--- src/rtl/conf_pkg.sv ---
// Shared types and helpers for the config-driven DMA reader.
package conf_pkg;

    typedef enum logic [1:0] {
        ST_IDLE = 2'd0,
        ST_ADDR = 2'd1,
        ST_DATA = 2'd2
    } state_t;

    localparam logic [1:0] AXI_BURST_INCR = 2'b01;
    localparam logic [1:0] AXI_RESP_OKAY  = 2'b00;
    localparam int         CMD_START_BIT  = 0;

    // Beats in the next burst: min(max_burst, beats_left, beats to the next 4KB page).
    function automatic logic [4:0] burst_beats(
        input logic [4:0]  max_burst,
        input logic [31:0] beats_left,
        input logic [11:0] addr_lo,
        input int unsigned beat_lsb
    );
        logic [12:0] bytes_to_page;
        logic [31:0] room;
        logic [31:0] n;
        bytes_to_page = 13'h1000 - {1'b0, addr_lo};
        room          = 32'(bytes_to_page >> beat_lsb);
        n             = {27'd0, max_burst};
        if (beats_left < n) n = beats_left;
        if (room < n)       n = room;
        return n[4:0];
    endfunction

endpackage

--- src/rtl/conf_dma_reader.sv ---
// Takes one {CMD,SRC,LEN} command, reads LEN bytes over AXI3 INCR bursts, streams beats out.
// Zero-latency R->OUT pass-through; RREADY follows OUT_READY; CONFIG_READY is low while busy.
module conf_dma_reader
    import conf_pkg::*;
#(
    parameter int DATA_W    = 64,
    parameter int MAX_BURST = 16,
    parameter int ERR_EN    = 1
) (
    input  logic              ACLK,
    input  logic              ARESET,
    input  logic              CONFIG_VALID,
    output logic              CONFIG_READY,
    input  logic [31:0]       CONFIG_CMD,
    input  logic [31:0]       CONFIG_SRC,
    input  logic [31:0]       CONFIG_LEN,
    output logic [31:0]       M_AXI_ARADDR,
    output logic [3:0]        M_AXI_ARLEN,
    output logic [2:0]        M_AXI_ARSIZE,
    output logic [1:0]        M_AXI_ARBURST,
    output logic              M_AXI_ARVALID,
    input  logic              M_AXI_ARREADY,
    input  logic [DATA_W-1:0] M_AXI_RDATA,
    input  logic [1:0]        M_AXI_RRESP,
    input  logic              M_AXI_RLAST,
    input  logic              M_AXI_RVALID,
    output logic              M_AXI_RREADY,
    output logic [DATA_W-1:0] OUT_DATA,
    output logic              OUT_VALID,
    input  logic              OUT_READY,
    output logic              ERR
);

    localparam int BEAT_LSB = $clog2(DATA_W / 8);
    localparam int BL_W     = 32 - BEAT_LSB;

    state_t            state, state_nx;
    logic [31:0]       addr;
    logic [BL_W-1:0]   beats_left;
    logic [4:0]        burst_left;
    logic              err;
    logic [4:0]        n_cur;
    logic              cfg_fire, cfg_go, ar_fire, beat_fire, last_beat, beat_err;
    logic              unused_cfg_bits;

    assign unused_cfg_bits = ^{CONFIG_CMD[31:1], CONFIG_SRC[BEAT_LSB-1:0], CONFIG_LEN[BEAT_LSB-1:0]};

    // addr/beats_left only move on the AR handshake, so ARADDR/ARLEN hold while ARVALID waits.
    assign n_cur     = burst_beats(5'(MAX_BURST), 32'(beats_left), addr[11:0], BEAT_LSB);
    assign cfg_fire  = CONFIG_VALID && (state == ST_IDLE);
    assign cfg_go    = cfg_fire && CONFIG_CMD[CMD_START_BIT] && (CONFIG_LEN[31:BEAT_LSB] != '0);
    assign ar_fire   = (state == ST_ADDR) && M_AXI_ARREADY;
    assign beat_fire = (state == ST_DATA) && M_AXI_RVALID && OUT_READY;
    assign last_beat = (burst_left == 5'd1);
    assign beat_err  = (M_AXI_RRESP != AXI_RESP_OKAY) || (M_AXI_RLAST != last_beat);

    always_ff @(posedge ACLK) begin
        if (ARESET) state <= ST_IDLE;
        else        state <= state_nx;
    end

    always_comb begin
        state_nx      = state;
        CONFIG_READY  = 1'b0;
        M_AXI_ARVALID = 1'b0;
        M_AXI_RREADY  = 1'b0;
        OUT_VALID     = 1'b0;
        M_AXI_ARADDR  = addr;
        M_AXI_ARLEN   = 4'(n_cur - 5'd1);
        M_AXI_ARSIZE  = 3'(BEAT_LSB);
        M_AXI_ARBURST = AXI_BURST_INCR;
        OUT_DATA      = M_AXI_RDATA;
        ERR           = err;
        case (state)
            ST_IDLE: begin
                CONFIG_READY = 1'b1;
                if (cfg_go) state_nx = ST_ADDR;
            end
            ST_ADDR: begin
                M_AXI_ARVALID = 1'b1;
                if (ar_fire) state_nx = ST_DATA;
            end
            ST_DATA: begin
                M_AXI_RREADY = OUT_READY;
                OUT_VALID    = M_AXI_RVALID;
                // Completion is decided by the beat count; RLAST only feeds the error check.
                if (beat_fire && last_beat)
                    state_nx = (beats_left != '0) ? ST_ADDR : ST_IDLE;
            end
            default: state_nx = ST_IDLE;
        endcase
    end

    always_ff @(posedge ACLK) begin
        if (ARESET) begin
            addr       <= '0;
            beats_left <= '0;
            burst_left <= '0;
            err        <= 1'b0;
        end else begin
            if (cfg_fire) begin
                addr       <= {CONFIG_SRC[31:BEAT_LSB], {BEAT_LSB{1'b0}}};
                beats_left <= CONFIG_LEN[31:BEAT_LSB];
                err        <= 1'b0;
            end
            if (ar_fire) begin
                addr       <= addr + (32'(n_cur) << BEAT_LSB);
                beats_left <= beats_left - BL_W'(n_cur);
                burst_left <= n_cur;
            end
            if (beat_fire) begin
                burst_left <= burst_left - 5'd1;
                if ((ERR_EN != 0) && beat_err) err <= 1'b1;
            end
        end
    end

endmodule
--- config.mk ---
export PLATFORM = sky130hd
export DESIGN_NAME = conf_dma_reader
export DESIGN_NICKNAME = d
export VERILOG_FILES = /design/src/rtl/conf_pkg.sv /design/src/rtl/conf_dma_reader.sv
export SDC_FILE = /design/constraint.sdc
export NUM_CORES = 1
export LEC_CHECK = 0
export ABC_AREA = 0
export CAP_MARGIN = 20
export CORE_MARGIN = 2
export CORE_UTILIZATION = 44
export DETAILED_ROUTE_END_ITERATION = 10
export GPL_TIMING_DRIVEN = 0
export PLACE_DENSITY = 0.89
export SKIP_LAST_GASP = 1
export SLEW_MARGIN = 20
export SYNTH_ARGS = -nofsm -noshare
export SYNTH_HDL_FRONTEND = slang
export SYNTH_SLANG_ARGS = --single-unit
--- constraint.sdc ---
create_clock -name ACLK -period 10.21 [get_ports ACLK]
set_clock_uncertainty 0.1 [all_clocks]
set_input_delay 2.5525 -clock ACLK [delete_from_list [all_inputs] [get_ports ACLK]]
set_output_delay 2.5525 -clock ACLK [all_outputs]
set_load 0.1 [all_outputs]
==> results.json, run 1 <==
{
  "status": "finished clean",
  "rsz0062_at_grt": "false",
  "endpoint_kind": "output port",
  "final_cell_count_no_fill": 1087,
  "synthToLayoutAreaGrowth_pct": 41.10,
  "synth_top_area_share_pct": 24.03,
  "grt-busiest-layer": "met2",
  "vias_per_cell": 6.099,
  "post_cts_buffers": 0,
  "yosysWarnings": 0,
  "maxCapViolations": 0,
  "setup_violations": 0,
  "grt_pass1_vias": 5958,
  "vias": 6630,
  "synth_ff_type": "dfxtp_1",
  "syn_area_um2": 5498,
  "htree_levels": 3,
  "track_usage_pct": 29.94,
  "num_rows": 40,
  "fin_crit_ps": 8578,
  "fin_nets": 1103,
  "grt_max_degree": 13,
  "yosysTopAreaCell": "dfxtp_1",
  "cts_resized": 0,
  "drv_slew": 0,
  "worst_pin_slew_ps": 996.9,
  "overflow": 0,
  "ys_seq_area_share_pct": 24.03,
  "setup_tns_ps": 0,
  "syn_inst": 724,
  "avgSynthCellArea_um2": 7.594,
  "insertion_delay_ps": 340,
  "power.leakage_nw": 2.987,
  "num_io_pins": 279,
  "cts_hold_buf": 0,
  "path_class": "flop to output port",
  "fin_hold_ws_ps": 366.0,
  "root_buffer": "clkbuf_16",
  "hold_viol_final": 0,
  "fmax_ghz": 0.1166,
  "drt_pass1_iterations": 7,
  "min_path_type": "flop to flop",
  "post-route-drc-count": 0,
  "cp_max_fo": 8,
  "met2_usage_pct": 47.56,
  "synth_seq_cells": 66,
  "ant_nets": 0,
  "synthArstFlopShare_pct": 0,
  "start_kind": "flop",
  "drt_iter0_drc": 996,
  "gp_congestion": 0.9993,
  "io_buffers": 168,
  "ir_drop_mv": 0.09590,
  "nFillCells": 1096,
  "wl_um": 20870,
  "floorplan.initialDensity_pct": 45.39,
  "postPlaceCellArea_um2": 7431,
  "clk_pin_slew_ps": 60,
  "diodes": 0,
  "clkSinkCount": 66,
  "dp_hpwl_um": 15450,
  "ys_types": 76,
  "numCtsBuffers": 9,
  "fin_crit_sh_pct": 84.02,
  "placedCellCount": 1071,
  "synth_common_cells": "buf_4 (73), dfxtp_1 (66), nand2_1 (63)",
  "maxSlewHeadroom_pct": 33.33,
  "wl_per_cell_um": 19.20,
  "crit_arrival_ps": 5930,
  "met3_usage_pct": 7.322,
  "power_density_nw_per_um2": 176.3,
  "yosys-top-cells-area": "dfxtp_1 (24%), buf_4 (10%), ha_1 (4.3%)",
  "grt_pass1_wl_um": 31020,
  "fp.coreArea_um2": 12110,
  "drive_gt1_share_pct": 12.62,
  "synth.most_common_cell": "buf_4",
  "die_w_um": 115.8,
  "cts_tree": "done",
  "groute.layer.met1.usage_pct": 39.09,
  "synth_edf_count": 0,
  "finalCoreUtilization_pct": 64.05,
  "cp_data_required_time_ps": 7560,
  "die_y_um": 115.8,
  "clockBufferDepth": 2,
  "die_area_um2": 13410,
  "postLayoutCellArea_um2": 7757,
  "antenna_found_initial": 0
}
==> power by group <==
group | switching (mW) | internal [mW] | total, mW
sequential | 0.0247 | 0.277 | 0.302
combinational | 0.506 | 0.212 | 0.718
clock | 0.127 | 0.221 | 0.347
total | 0.657 | 0.710 | 1.37
==> worst paths after layout <==
| check | slack [ps] | to | startpoint | cells after the start |
|---|---|---|---|---|
| max | 1630 | M_AXI_ARLEN[2] | M_AXI_ARADDR[6] | 15 |
| max reg2reg | 3780 | M_AXI_ARADDR[29] | M_AXI_ARADDR[6] | 21 |
| min | 370 | ERR | ERR | 2 |
| min reg2reg | 370 | ERR | ERR | 2 |
==> cell usage in the layout, fill, tap and decap left out, types with 5 or more instances in the layout <==
| master | n |
|---|---|
| inv_1 | 28 |
| clkdlybuf4s50_1 | 168 |
| and2_1 | 6 |
| buf_4 | 73 |
| o211ai_1 | 15 |
| nor2_1 | 61 |
| a221oi_1 | 6 |
| a311oi_1 | 16 |
| ha_1 | 19 |
| a22oi_1 | 13 |
| a21oi_1 | 47 |
| a31o_2 | 10 |
| o21ai_0 | 32 |
| nand4_1 | 13 |
| nand3_1 | 24 |
| clkbuf_16 | 9 |
| nand2_1 | 63 |
| or3_1 | 14 |
| a32oi_1 | 7 |
| conb_1 | 13 |
| a31oi_1 | 17 |
| or4_1 | 6 |
| xor2_1 | 8 |
| and3_1 | 19 |
| xnor2_1 | 6 |
| dfxtp_1 | 66 |
| nor3_1 | 17 |
| nor4_1 | 11 |
| a21o_1 | 9 |
| a211oi_1 | 10 |
| clkbuf_1 | 26 |
| nand2b_1 | 5 |
==> layer usage <==
layer  vias up  part of all wire (%)
li1       3025                     -
met1      2973                    38
met2       553                    44
met3        79                    14
met4         0                   3.6
met5         -                     0
==> cells by family after synthesis <==
| family | share of synthesized area (%) |
|---|---|
| simple gates | 23.76 |
| compound gates | 29.06 |
| buf+inv | 14.38 |
| flops | 24.03 |
| fa+ha+maj | 5.417 |
| xor+xnor | 2.230 |
| mux | 0.9786 |
| other cells | 0.1366 |
==> final cells by class <==
class,instances,area [um2],share of cell area (%)
Tap cell,168,210.2,2.710
Timing Repair Buffer,168,1682,21.68
Multi-Input combinational cell,534,3427,44.18
Inverter,29,108.9,1.403
Buffer,106,681.9,8.790
Clock inverter,6,87.58,1.129
Clock buffer,10,239.0,3.081
Sequential cell,66,1321,17.03
==> sequential cells by signal (all words and copies together) (netlist names) <==
register,cells
state,2
ERR,1
beats_left,29
M_AXI_ARADDR,29
burst_left,5
==> critical path: stages (launching register included) <==
cell             delay, ps
dfxtp_1                310
clkbuf_1               210
nor3_1                 460
nand2b_1               150
or4_1                  430
xor2_1                 160
ha_1                   280
a21o_1                 200
a221o_1                390
a21oi_1                340
nand2_1                280
o21ai_0                640
inv_1                  130
ha_1                   240
xor2_1                 180
clkdlybuf4s50_1       1170
==> per-stage QoR <==
step	worst slack, ps	power, mW
floorplan	1710	0.8293
global placement	2141	0.9987
detailed placement	2122	1.006
CTS	1744	1.349
global route	1433	1.414
finish	1632	1.368
Note: power is estimated with default switching activity, not from simulation.
==> inputs of run 2 (changes only) <==
Settings changed: CORE_UTILIZATION 44 to 41, PLACE_DENSITY 0.89 to 0.84.
Clock period 10.21 ns to 8.2 ns, I/O delays scaled along.
==> run 2 against run 1 <==
Compared with the run above: clock-buffer cell count unchanged; critical path depth unchanged; worst setup slack lost 1300 ps; wire length fell by 3.8%; critical path type unchanged; highest routed layer unchanged.
==> results.json, run 2 (same netlist as run 1, synthesis figures left out) <==
{
  "final_cell_mix": "clkdlybuf4s50_1 (167), buf_4 (73), dfxtp_1 (66)",
  "gp_congestion": 0.9402,
  "grt_max_degree": 14,
  "ff_latch_area_um2": 1321,
  "fin_crit_sh_pct": 95.95,
  "critPathBufInv": 4,
  "clk_pin_slew_ps": 70,
  "fin_nets": 1103,
  "nFillCells": 1203,
  "worstPathCellList": "clkbuf_1 > nor3_1 > nand2b_1 > or4_1 > xor2_1 > ha_1 > a21o_1 > a221o_1 > a21oi_1 > nand2_1 > o21ai_0 > inv_1 > ha_1 > inv_1 > clkdlybuf4s50_1",
  "htree_levels": 3,
  "setup_violations": 0,
  "hp-start": "ERR",
  "critPathSlowestCell": "clkdlybuf4s50_1",
  "postPlaceCellArea_um2": 7441,
  "grt_pass1_wl_um": 30710,
  "numCtsBuffers": 9,
  "final_cell_count_no_fill": 1095,
  "p_total_mw": 1.709,
  "crit_start": "M_AXI_ARADDR[6]",
  "clkSinkCount": 66,
  "crit_arrival_ps": 5720,
  "maxCapViolations": 0,
  "antenna_found_initial": 0,
  "fmax_ghz": 0.1271,
  "fp.coreArea_um2": 13190,
  "overflow": 0,
  "multi_input_area_um2": 3427,
  "wl_um": 20080,
  "die_area_um2": 14350,
  "grt_pass1_vias": 6091,
  "fin_crit_ps": 7868,
  "rsz0062_at_grt": "false",
  "num_rows": 42,
  "reg2reg_slack_ps": 2010,
  "track_usage_pct": 26.88,
  "cp_max_fo": 8,
  "ant_nets": 0,
  "post-route-drc-count": 0,
  "io_buffers": 168,
  "cts_hold_buf": 0,
  "synthToLayoutAreaGrowth_pct": 41.47,
  "placedCellCount": 1079,
  "root_buffer": "clkbuf_16",
  "topRoutingLayerUsed": "met4",
  "route.met2.wl_um": 8953,
  "final_common_cell": "clkdlybuf4s50_1",
  "cp_top_family": "compound AO/OA/AOI/OAI gates",
  "die_y_um": 119.8,
  "min_path_type": "flop to flop",
  "ir_drop_mv": 0.1173,
  "slowest_delay_ps": 1120,
  "clockBufferDepth": 2,
  "drv_slew": 0,
  "routed-wl-met3_um": 2563,
  "setup_tns_ps": 0,
  "hold_viol_final": 0,
  "drive_gt1_share_pct": 12.62,
  "r2r_start": "M_AXI_ARADDR[6]",
  "num_io_pins": 279,
  "cts_tree": "done",
  "worstRegToRegCells": 21,
  "die_w_um": 119.8,
  "wl_per_cell_um": 18.33,
  "worst_pin_slew_ps": 1042,
  "drt_iter0_drc": 702,
  "diodes": 0,
  "maxSlewHeadroom_pct": 30.29,
  "vias": 6574,
  "floorplan.initialDensity_pct": 41.68,
  "insertion_delay_ps": 340,
  "endpoint_kind": "output port",
  "holdPathStages": 2,
  "status": "finished clean",
  "met1_length_um": 7796,
  "path_class": "flop to output port",
  "crit_cells": 15,
  "power_density_nw_per_um2": 219.8,
  "start_kind": "flop",
  "drt_pass1_iterations": 6,
  "power.leakage_nw": 2.995,
  "dp_hpwl_um": 15150,
  "cp_data_required_time_ps": 6050,
  "postLayoutCellArea_um2": 7777,
  "vias_per_cell": 6.004
}
## run 2: changes by cell type in the layout (fill, tap and decap cells not counted), sizes merged
cell | previous run | this run
clkdlybuf4s50 | 168 | 167
inv | 29 | 31
dlymetal6s2s | 0 | 1
clkinv | 4 | 2
## run 2: area by class of cell
cell class,instances,share of cell area (%)
multi-input combinational,534,44.06
tap,176,2.831
timing repair buffer,168,21.65
sequential,66,16.99
clock buffer,10,3.073
clock inverter,6,1.223
inverter,29,1.400
buffer,106,8.768
## run 2: final timing paths
path	to
worst min-delay path	ERR
worst max register to register	M_AXI_ARADDR[29]
worst max-delay path	M_AXI_ARLEN[1]
worst min register to register	ERR
## run 2: worst register-to-register path, cell delays in order, from the launching register on
cell and delay [ps]:
dfxtp_1 330, clkbuf_1 200, nor3_1 270, nand2b_1 120, or4_1 420, xor2_1 180, ha_1 280, a21o_1 200
a221o_1 400, a21oi_1 380, nand2_1 290, o21ai_0 660, ha_1 290, inv_1 60, fa_1 400, inv_1 70
a21o_1 110, maj3_1 280, o21ai_1 230, nor2_1 430, a311oi_1 160, a211oi_1 250
## run 2: per-stage QoR
step                      hold slack, ps  util (%)  setup slack (ps)
after global placement             350.3     56.41             696.8
after global routing               393.4     58.96             58.02
after CTS                          362.5     58.95             286.2
final                              361.9     58.96             331.8
after detailed placement           356.4     56.41             667.2
after floorplan                    348.4         -             202.7
## run 2: report_power, final
part           switching (mW)  leakage, nW  internal [mW]
clock network           0.163        0.164          0.279
registers              0.0318        0.543          0.345
logic                   0.627         2.29          0.263
## run 2: metal layers
layer	GRT usage, %	up-vias
li1	-	3024
met1	33.28	2978
met2	44.07	504
met3	7.414	68
met4	10.96	0
met5	0	-
## run 2: timing repair
| action | CTS | global route |
|---|---|---|
| setup endpoints to repair | 0 | 1 |
| buffers inserted | 0 | 0 |
| resized for setup | 0 | 1 |
==> inputs of run 3 (changes only) <==
Settings changed: CORE_UTILIZATION 41 to 44, HOLD_SLACK_MARGIN from default to 0.12, PLACE_DENSITY 0.84 to 0.89.
Clock period 8.2 ns to 9.05 ns, I/O delays scaled along.
==> results of run 3 <==
Same layout as run 1 (identical final DEF). Status: finished clean.
Among the figures that moved: setup slack after placement 2122 ps -> 1252 ps; setup slack after layout 1632 ps -> 761.6 ps; register-to-register setup slack 3780 ps -> 2620 ps; total power 1.368 mW -> 1.543 mW; worst IR drop on VDD 0.09590 mV -> 0.1082 mV
